==> config.mk <==
export PLATFORM = sky130hd
export DESIGN_NAME = branch_predictor
export DESIGN_NICKNAME = d
export VERILOG_FILES = /design/src/rtl/branch_predictor.sv
export SDC_FILE = /design/constraint.sdc
export NUM_CORES = 2
export LEC_CHECK = 0
export BUFFER_PORTS_ARGS = -buffer_cell sky130_fd_sc_hd__buf_2
export CORE_MARGIN = 2
export CORE_UTILIZATION = 35
export CTS_CLUSTER_DIAMETER = 100
export CTS_CLUSTER_SIZE = 8
export DETAILED_ROUTE_END_ITERATION = 7
export HOLD_SLACK_MARGIN = 0.08
export PLACE_DENSITY = 0.59
export SYNTH_ARGS = -nofsm -noshare
export SYNTH_HDL_FRONTEND = slang
export SYNTH_SLANG_ARGS = --single-unit
==> constraint.sdc <==
create_clock -name clk -period 14.6 [get_ports clk]
set_clock_uncertainty 0.1 [all_clocks]
set_input_delay 2.92 -clock clk [delete_from_list [all_inputs] [get_ports clk]]
set_output_delay 2.92 -clock clk [all_outputs]
set_load 0.05 [all_outputs]
==> src/rtl/branch_predictor.sv <==
// Direct-mapped branch target buffer with 2-bit saturating direction counters.
// Combinational next-PC lookup for fetch; trained by branch resolve with a registered redirect.
module branch_predictor #(
  parameter int INDEX_BITS = 4,
  parameter int XLEN       = 32
) (
  input  logic            clk,
  input  logic            rst,
  input  logic [XLEN-1:0] fetch_pc,
  output logic            pred_taken,
  output logic [XLEN-1:0] pred_next_pc,
  input  logic            upd_valid,
  input  logic [XLEN-1:0] upd_pc,
  input  logic            upd_taken,
  input  logic [XLEN-1:0] upd_target,
  input  logic            upd_pred_taken,
  input  logic [XLEN-1:0] upd_pred_target,
  output logic            mispredict,
  output logic [XLEN-1:0] redirect_pc,
  output logic [31:0]     branch_count,
  output logic [31:0]     mispredict_count
);

  localparam int ENTRIES = 1 << INDEX_BITS;
  localparam int TAG_W   = XLEN - INDEX_BITS - 2;

  logic              valid_q  [ENTRIES];
  logic              valid_d  [ENTRIES];
  logic [TAG_W-1:0]  tag_q    [ENTRIES];
  logic [TAG_W-1:0]  tag_d    [ENTRIES];
  logic [XLEN-1:0]   target_q [ENTRIES];
  logic [XLEN-1:0]   target_d [ENTRIES];
  logic [1:0]        ctr_q    [ENTRIES];
  logic [1:0]        ctr_d    [ENTRIES];

  logic              mispredict_q, mispredict_d;
  logic [XLEN-1:0]   redirect_pc_q, redirect_pc_d;
  logic [31:0]       branch_count_q, branch_count_d;
  logic [31:0]       mispredict_count_q, mispredict_count_d;

  logic [INDEX_BITS-1:0] fetch_idx, upd_idx;
  logic [TAG_W-1:0]      fetch_tag, upd_tag;
  logic                  fetch_hit, upd_hit;
  logic [ENTRIES-1:0]    upd_sel;

  assign fetch_idx = fetch_pc[INDEX_BITS+1:2];
  assign fetch_tag = fetch_pc[XLEN-1:INDEX_BITS+2];
  assign upd_idx   = upd_pc[INDEX_BITS+1:2];
  assign upd_tag   = upd_pc[XLEN-1:INDEX_BITS+2];

  assign fetch_hit = valid_q[fetch_idx] && (tag_q[fetch_idx] == fetch_tag);
  assign upd_hit   = valid_q[upd_idx] && (tag_q[upd_idx] == upd_tag);

  assign pred_taken   = fetch_hit && ctr_q[fetch_idx][1];
  assign pred_next_pc = pred_taken ? target_q[fetch_idx] : fetch_pc + XLEN'(4);

  generate
    for (genvar gi = 0; gi < ENTRIES; gi++) begin : g_sel
      assign upd_sel[gi] = upd_valid && (upd_idx == INDEX_BITS'(gi));
    end
  endgenerate

  always_comb begin
    for (int i = 0; i < ENTRIES; i++) begin
      valid_d[i]  = valid_q[i];
      tag_d[i]    = tag_q[i];
      target_d[i] = target_q[i];
      ctr_d[i]    = ctr_q[i];
      if (upd_sel[i]) begin
        if (upd_hit) begin
          if (upd_taken) begin
            ctr_d[i]    = (ctr_q[i] == 2'd3) ? 2'd3 : ctr_q[i] + 2'd1;
            target_d[i] = upd_target;
          end else begin
            ctr_d[i]    = (ctr_q[i] == 2'd0) ? 2'd0 : ctr_q[i] - 2'd1;
          end
        end else if (upd_taken) begin
          // Miss on a taken branch replaces whatever lived at this index.
          valid_d[i]  = 1'b1;
          tag_d[i]    = upd_tag;
          target_d[i] = upd_target;
          ctr_d[i]    = 2'b10;
        end
      end
    end
  end

  always_comb begin
    mispredict_d = upd_valid &&
                   ((upd_pred_taken != upd_taken) ||
                    (upd_taken && (upd_pred_target != upd_target)));
    redirect_pc_d = redirect_pc_q;
    if (mispredict_d) begin
      redirect_pc_d = upd_taken ? upd_target : upd_pc + XLEN'(4);
    end
    branch_count_d     = branch_count_q + (upd_valid ? 32'd1 : 32'd0);
    mispredict_count_d = mispredict_count_q + (mispredict_d ? 32'd1 : 32'd0);
  end

  always_ff @(posedge clk or negedge rst) begin
    if (!rst) begin
      for (int i = 0; i < ENTRIES; i++) begin
        valid_q[i]  <= 1'b0;
        tag_q[i]    <= '0;
        target_q[i] <= '0;
        ctr_q[i]    <= 2'b01;
      end
      mispredict_q       <= 1'b0;
      redirect_pc_q      <= '0;
      branch_count_q     <= '0;
      mispredict_count_q <= '0;
    end else begin
      for (int i = 0; i < ENTRIES; i++) begin
        valid_q[i]  <= valid_d[i];
        tag_q[i]    <= tag_d[i];
        target_q[i] <= target_d[i];
        ctr_q[i]    <= ctr_d[i];
      end
      mispredict_q       <= mispredict_d;
      redirect_pc_q      <= redirect_pc_d;
      branch_count_q     <= branch_count_d;
      mispredict_count_q <= mispredict_count_d;
    end
  end

  assign mispredict       = mispredict_q;
  assign redirect_pc      = redirect_pc_q;
  assign branch_count     = branch_count_q;
  assign mispredict_count = mispredict_count_q;

endmodule

==> impl_metrics.sql <==
INSERT INTO impl_metrics (metric_group, metric, value, unit) VALUES
('cts', 'clock_tree_from_tritoncts', 'done', ''),
('pwr', 'power_density', '141', 'nW/um^2'),
('sta', 'unrepaired_setup_endpoints_after_global_routing', 'false', ''),
('placement', 'io_buffers', '262', ''),
('sta', 'fin_tns_setup', '0', 'ns'),
('critical_path', 'criticalPathCategory', 'in -> out', ''),
('logic_synthesis', 'post_synth_num_cell_types', '72', ''),
('drt', 'post-route-drc-count', '0', ''),
('pwr', 'p_clk_share', '36.4', '%'),
('logic_synthesis', 'synthesis.area', '57000', 'sq um'),
('sta', 'final_hold_viol_count', '0', ''),
('floorplan', 'die_w', '407', 'um'),
('global_routing', 'groute.usage.overall', '22.4', '%'),
('layout', 'layout.nets', '4319', ''),
('drt', 'firstDrtPassIters', '8', ''),
('global_routing', 'use_met3', '6.12', '%'),
('pwr', 'design_power_total', '9.07', 'mW'),
('critical_path', 'worst_setup_path_start_kind', 'primary input', ''),
('critical_path', 'crit_path_end_kind', 'output port', ''),
('pwr', 'sequential_group_share_of_total_power', '43.1', '%'),
('drt', 'route.final.wire_length', '187', 'mm'),
('sta', 'max_slew_margin', '26.0', '%'),
('logic_synthesis', 'synth.avg_cell_area', '14.0', 'sq um'),
('sta', 'fin_crit', '10.74', 'ns'),
('global_routing', 'via_count_of_the_first_global_routing_pass', '37600', ''),
('sta', 'slew_violations', '0', ''),
('logic_synthesis', 'synth_enable_flop_cells', '0', ''),
('drt', 'drtAntennaViolNets', '0', ''),
('pwr', 'netSwitchingFraction', '29.4', '%'),
('cts', 'cts_buffer_depth', '3', ''),
('floorplan', 'rows', '148', ''),
('sta', 'fin_crit_sh', '73.6', '%'),
('status', 'outcome', 'finished clean', ''),
('placement', 'finalWeightedCongestion', '0.947', ''),
('cts', 'cts.clk_slew.worst_paths', '0.04', 'ns'),
('logic_synthesis', 'synth_seq_cells', '1073', ''),
('sta', 'finalSetupViolations', '0', ''),
('global_routing', 'global_route.overflow_total', '0', ''),
('pwr', 'total_switching_power', '2.67', 'mW'),
('cts', 'numCtsBuffers', '152', ''),
('cts', 'htree_num_levels', '4', ''),
('logic_synthesis', 'synth_cells', '4063', ''),
('global_routing', 'use_met2', '33.8', '%'),
('hold_path', 'holdCritPathClass', 'reg -> reg', ''),
('drt', 'drt-initial-drc-count', '3657', ''),
('pwr', 'vdd.ir_drop.worst', '122', 'uV'),
('pwr', 'p_comb_share', '20.5', '%'),
('logic_synthesis', 'synth_seq_area_share', '47.2', '%'),
('logic_synthesis', 'most_used_flip_flop_cell_after_synthesis', 'sky130_fd_sc_hd__dfrtp_1', ''),
('sta', 'timing_worst_slew_pin_value', '1.11', 'ns'),
('critical_path', 'cp_data_required_time', '11.58', 'ns'),
('sta', 'max_frequency', '93.1', 'MHz'),
('drt', 'routedWlPerCell', '29.3', 'um'),
('logic_synthesis', 'postSynthNetCount', '4205', ''),
('cts', 'cts_hold_buf', '0', ''),
('global_routing', 'met1_usage_in_global_routing', '31.0', '%'),
('floorplan', 'design.portCount', '263', ''),
('pwr', 'cellLeakagePower', '28.1', 'nW'),
('floorplan', 'floorplan.initialDensity', '35.1', '%'),
('global_routing', 'grt_max_degree', '181', ''),
('global_routing', 'initial_antenna_violation_count', '21', ''),
('pwr', 'power_report.internal_total', '6.41', 'mW'),
('logic_synthesis', 'synth.yosys.warnings', '0', ''),
('layout', 'fill_cells', '15200', ''),
('layout', 'layout-drive-gt1-share', '41.7', '%'),
('floorplan', 'coreArea', '162000', 'sq um'),
('layout', 'synth_to_layout_area_growth', '12.9', '%'),
('cts', 'cts_resized', '0', ''),
('global_routing', 'grt_first_pass_wirelength', '274', 'mm'),
('cts', 'clock_tree_root_buffer_cell', 'sky130_fd_sc_hd__clkbuf_16', ''),
('cts', 'insertion_delay', '0.83', 'ns'),
('cts', 'tritoncts_num_sinks', '1073', ''),
('placement', 'dpl.hpwl', '117', 'mm'),
('drt', 'dr_total_vias', '36800', ''),
('floorplan', 'floorplan.die_area', '166000', 'sq um'),
('floorplan', 'floorplan.die.height', '407', 'um'),
('cts', 'number_of_setup_buffers_added_after_cts', '0', ''),
('critical_path', 'critPathMaxFanout', '66', ''),
('drt', 'vias_per_cell', '5.75', ''),
('run', 'max-cap-violations', '0', ''),
('logic_synthesis', 'post_synth_arst_share', '100', '%'),
('global_routing', 'gr-max-usage-layer', 'met2', ''),
('critical_path', 'cp.arrival', '7.72', 'ns');
==> registers in the layout, indices dropped and copies added (netlist names) <==
name              count
branch_count         32
ctr_q                32
mispredict            1
mispredict_count     32
redirect_pc          32
tag_q               416
target_q            512
valid_q              16
==> kinds of logic (layout without fill, tap and decap cells) <==
logic type	Yosys count	in the layout	share of synthesized area, %
XOR/XNOR	190	190	2.92
flip-flops	1073	1073	47.2
other	0	8	0
adder cells (fa/ha/maj)	9	9	0.198
buffers and inverters	438	590	3.79
AND/OR/NAND/NOR	691	691	5.74
multiplexers	1428	1428	37.2
AO/OA/AOI/OAI	234	234	2.96
==> critical path, stage by stage <==
cell and delay [ns]:
sky130_fd_sc_hd__buf_8 0.52, sky130_fd_sc_hd__buf_4 0.73, sky130_fd_sc_hd__mux4_2 0.59, sky130_fd_sc_hd__mux4_2 0.53, sky130_fd_sc_hd__xnor2_1 0.24, sky130_fd_sc_hd__nand4_1 0.30, sky130_fd_sc_hd__nor4_1 0.44, sky130_fd_sc_hd__nand4_1 0.16
sky130_fd_sc_hd__buf_4 0.35, sky130_fd_sc_hd__mux2_1 0.45, sky130_fd_sc_hd__buf_2 0.24
==> final timing paths <==
check	startpoint	end	slack, ns	cells after the start
max in group asynchronous	rst	tag_q[11]	9.44	4
min in group asynchronous	rst	target_q[152]	2.04	1
worst max-delay path	fetch_pc[2]	pred_next_pc[2]	3.86	11
worst min-delay path	branch_count[31]	branch_count[31]	0.37	1
worst max register to register	tag_q[201]	tag_q[185]	9.23	9
worst min register to register	branch_count[31]	branch_count[31]	0.37	1
==> cells in the final DEF (no fill, tap or decap), types with 15 or more instances in the layout <==
cell                        netlist  layout
sky130_fd_sc_hd__or2_1           17      17
sky130_fd_sc_hd__o32ai_1         16      16
sky130_fd_sc_hd__mux2i_1         96      96
sky130_fd_sc_hd__inv_1           49      48
sky130_fd_sc_hd__mux2_4         304     304
sky130_fd_sc_hd__or4_1           20      20
sky130_fd_sc_hd__nand3_1         78      75
sky130_fd_sc_hd__nand2_1        252     252
sky130_fd_sc_hd__o311ai_1        16      16
sky130_fd_sc_hd__buf_2           38     253
sky130_fd_sc_hd__clkbuf_1       229      23
sky130_fd_sc_hd__clkinv_16        0      15
sky130_fd_sc_hd__xor2_1          65      65
sky130_fd_sc_hd__nor3_1          54      54
sky130_fd_sc_hd__buf_4           12      82
sky130_fd_sc_hd__o21ai_0         46      46
sky130_fd_sc_hd__dfstp_2         16      16
sky130_fd_sc_hd__mux2_1         150     150
sky130_fd_sc_hd__a22oi_1         24      24
sky130_fd_sc_hd__nor4_1          34      34
sky130_fd_sc_hd__nand4_1         31      31
sky130_fd_sc_hd__mux4_2         364     364
sky130_fd_sc_hd__nor2_1         127     116
sky130_fd_sc_hd__dfrtp_1       1057    1057
sky130_fd_sc_hd__clkbuf_16        0     152
sky130_fd_sc_hd__or3_1           19      18
sky130_fd_sc_hd__a21o_1          16      16
sky130_fd_sc_hd__xnor2_1        125     125
sky130_fd_sc_hd__mux2_2         514     514
==> routing by layer <==
layer	vias up	wire length (um)
li1	15200	-
met1	19800	81000
met2	1507	84000
met3	320	16300
met4	12	6120
met5	-	80
==> area by class of cell <==
class	count	area, sq um	area share, %
antenna	8	20.0	0.0311
clock buffer	176	3900	6.07
clock inverter	16	455	0.708
inverter	53	199	0.309
multi-input combinational	2552	28100	43.7
sequential	1073	26900	41.8
tap	2175	2720	4.23
timing repair buffer	345	2050	3.19
==> synthesized netlist by cell type (24+ instances only) <==
library cell	count	share of area [%]
sky130_fd_sc_hd__nand4_1	31	0.34
sky130_fd_sc_hd__mux2_2	514	10
sky130_fd_sc_hd__nand3_1	78	0.69
sky130_fd_sc_hd__mux2i_1	96	1.7
sky130_fd_sc_hd__a22oi_1	24	0.32
sky130_fd_sc_hd__clkbuf_1	229	1.5
sky130_fd_sc_hd__buf_6	56	1.1
sky130_fd_sc_hd__buf_2	38	0.33
sky130_fd_sc_hd__xnor2_1	125	1.9
sky130_fd_sc_hd__nor2_1	127	0.84
sky130_fd_sc_hd__dfrtp_1	1057	46
sky130_fd_sc_hd__inv_1	49	0.32
sky130_fd_sc_hd__nor3_1	54	0.47
sky130_fd_sc_hd__mux2_1	150	3.0
sky130_fd_sc_hd__buf_1	50	0.33
sky130_fd_sc_hd__nor4_1	34	0.37
sky130_fd_sc_hd__mux2_4	304	8.0
sky130_fd_sc_hd__o21ai_0	46	0.40
sky130_fd_sc_hd__xor2_1	65	1.0
sky130_fd_sc_hd__nand2_1	252	1.7
sky130_fd_sc_hd__mux4_2	364	14
==> power groups by stage <==
stage | clock (mW) | combinational (mW) | sequential [mW]
2_1_floorplan | 0 | 1.26 | 3.91
3_3_place_gp | 0 | 1.82 | 3.92
3_5_place_dp | 0 | 1.85 | 3.93
4_1_cts | 3.37 | 1.86 | 3.89
5_1_grt | 3.50 | 1.97 | 3.97
6_report | 3.30 | 1.86 | 3.91
==> metrics by stage <==
step / utilization (%) / hold WS, ns / std cells / cell area [sq um] / setup WS, ns
2_1_floorplan: - / 0.341 / 4063 / 57000 / 5.38
3_3_place_gp: 36.9 / 0.353 / 6198 / 59900 / 3.94
3_5_place_dp: 36.9 / 0.358 / 6198 / 59900 / 3.94
4_1_cts: 39.6 / 0.367 / 6390 / 64300 / 3.91
5_1_grt: 39.6 / 0.385 / 6390 / 64300 / 3.67
6_report: 39.6 / 0.366 / 6398 / 64300 / 3.86
Note: power is estimated with default switching activity, not from simulation.
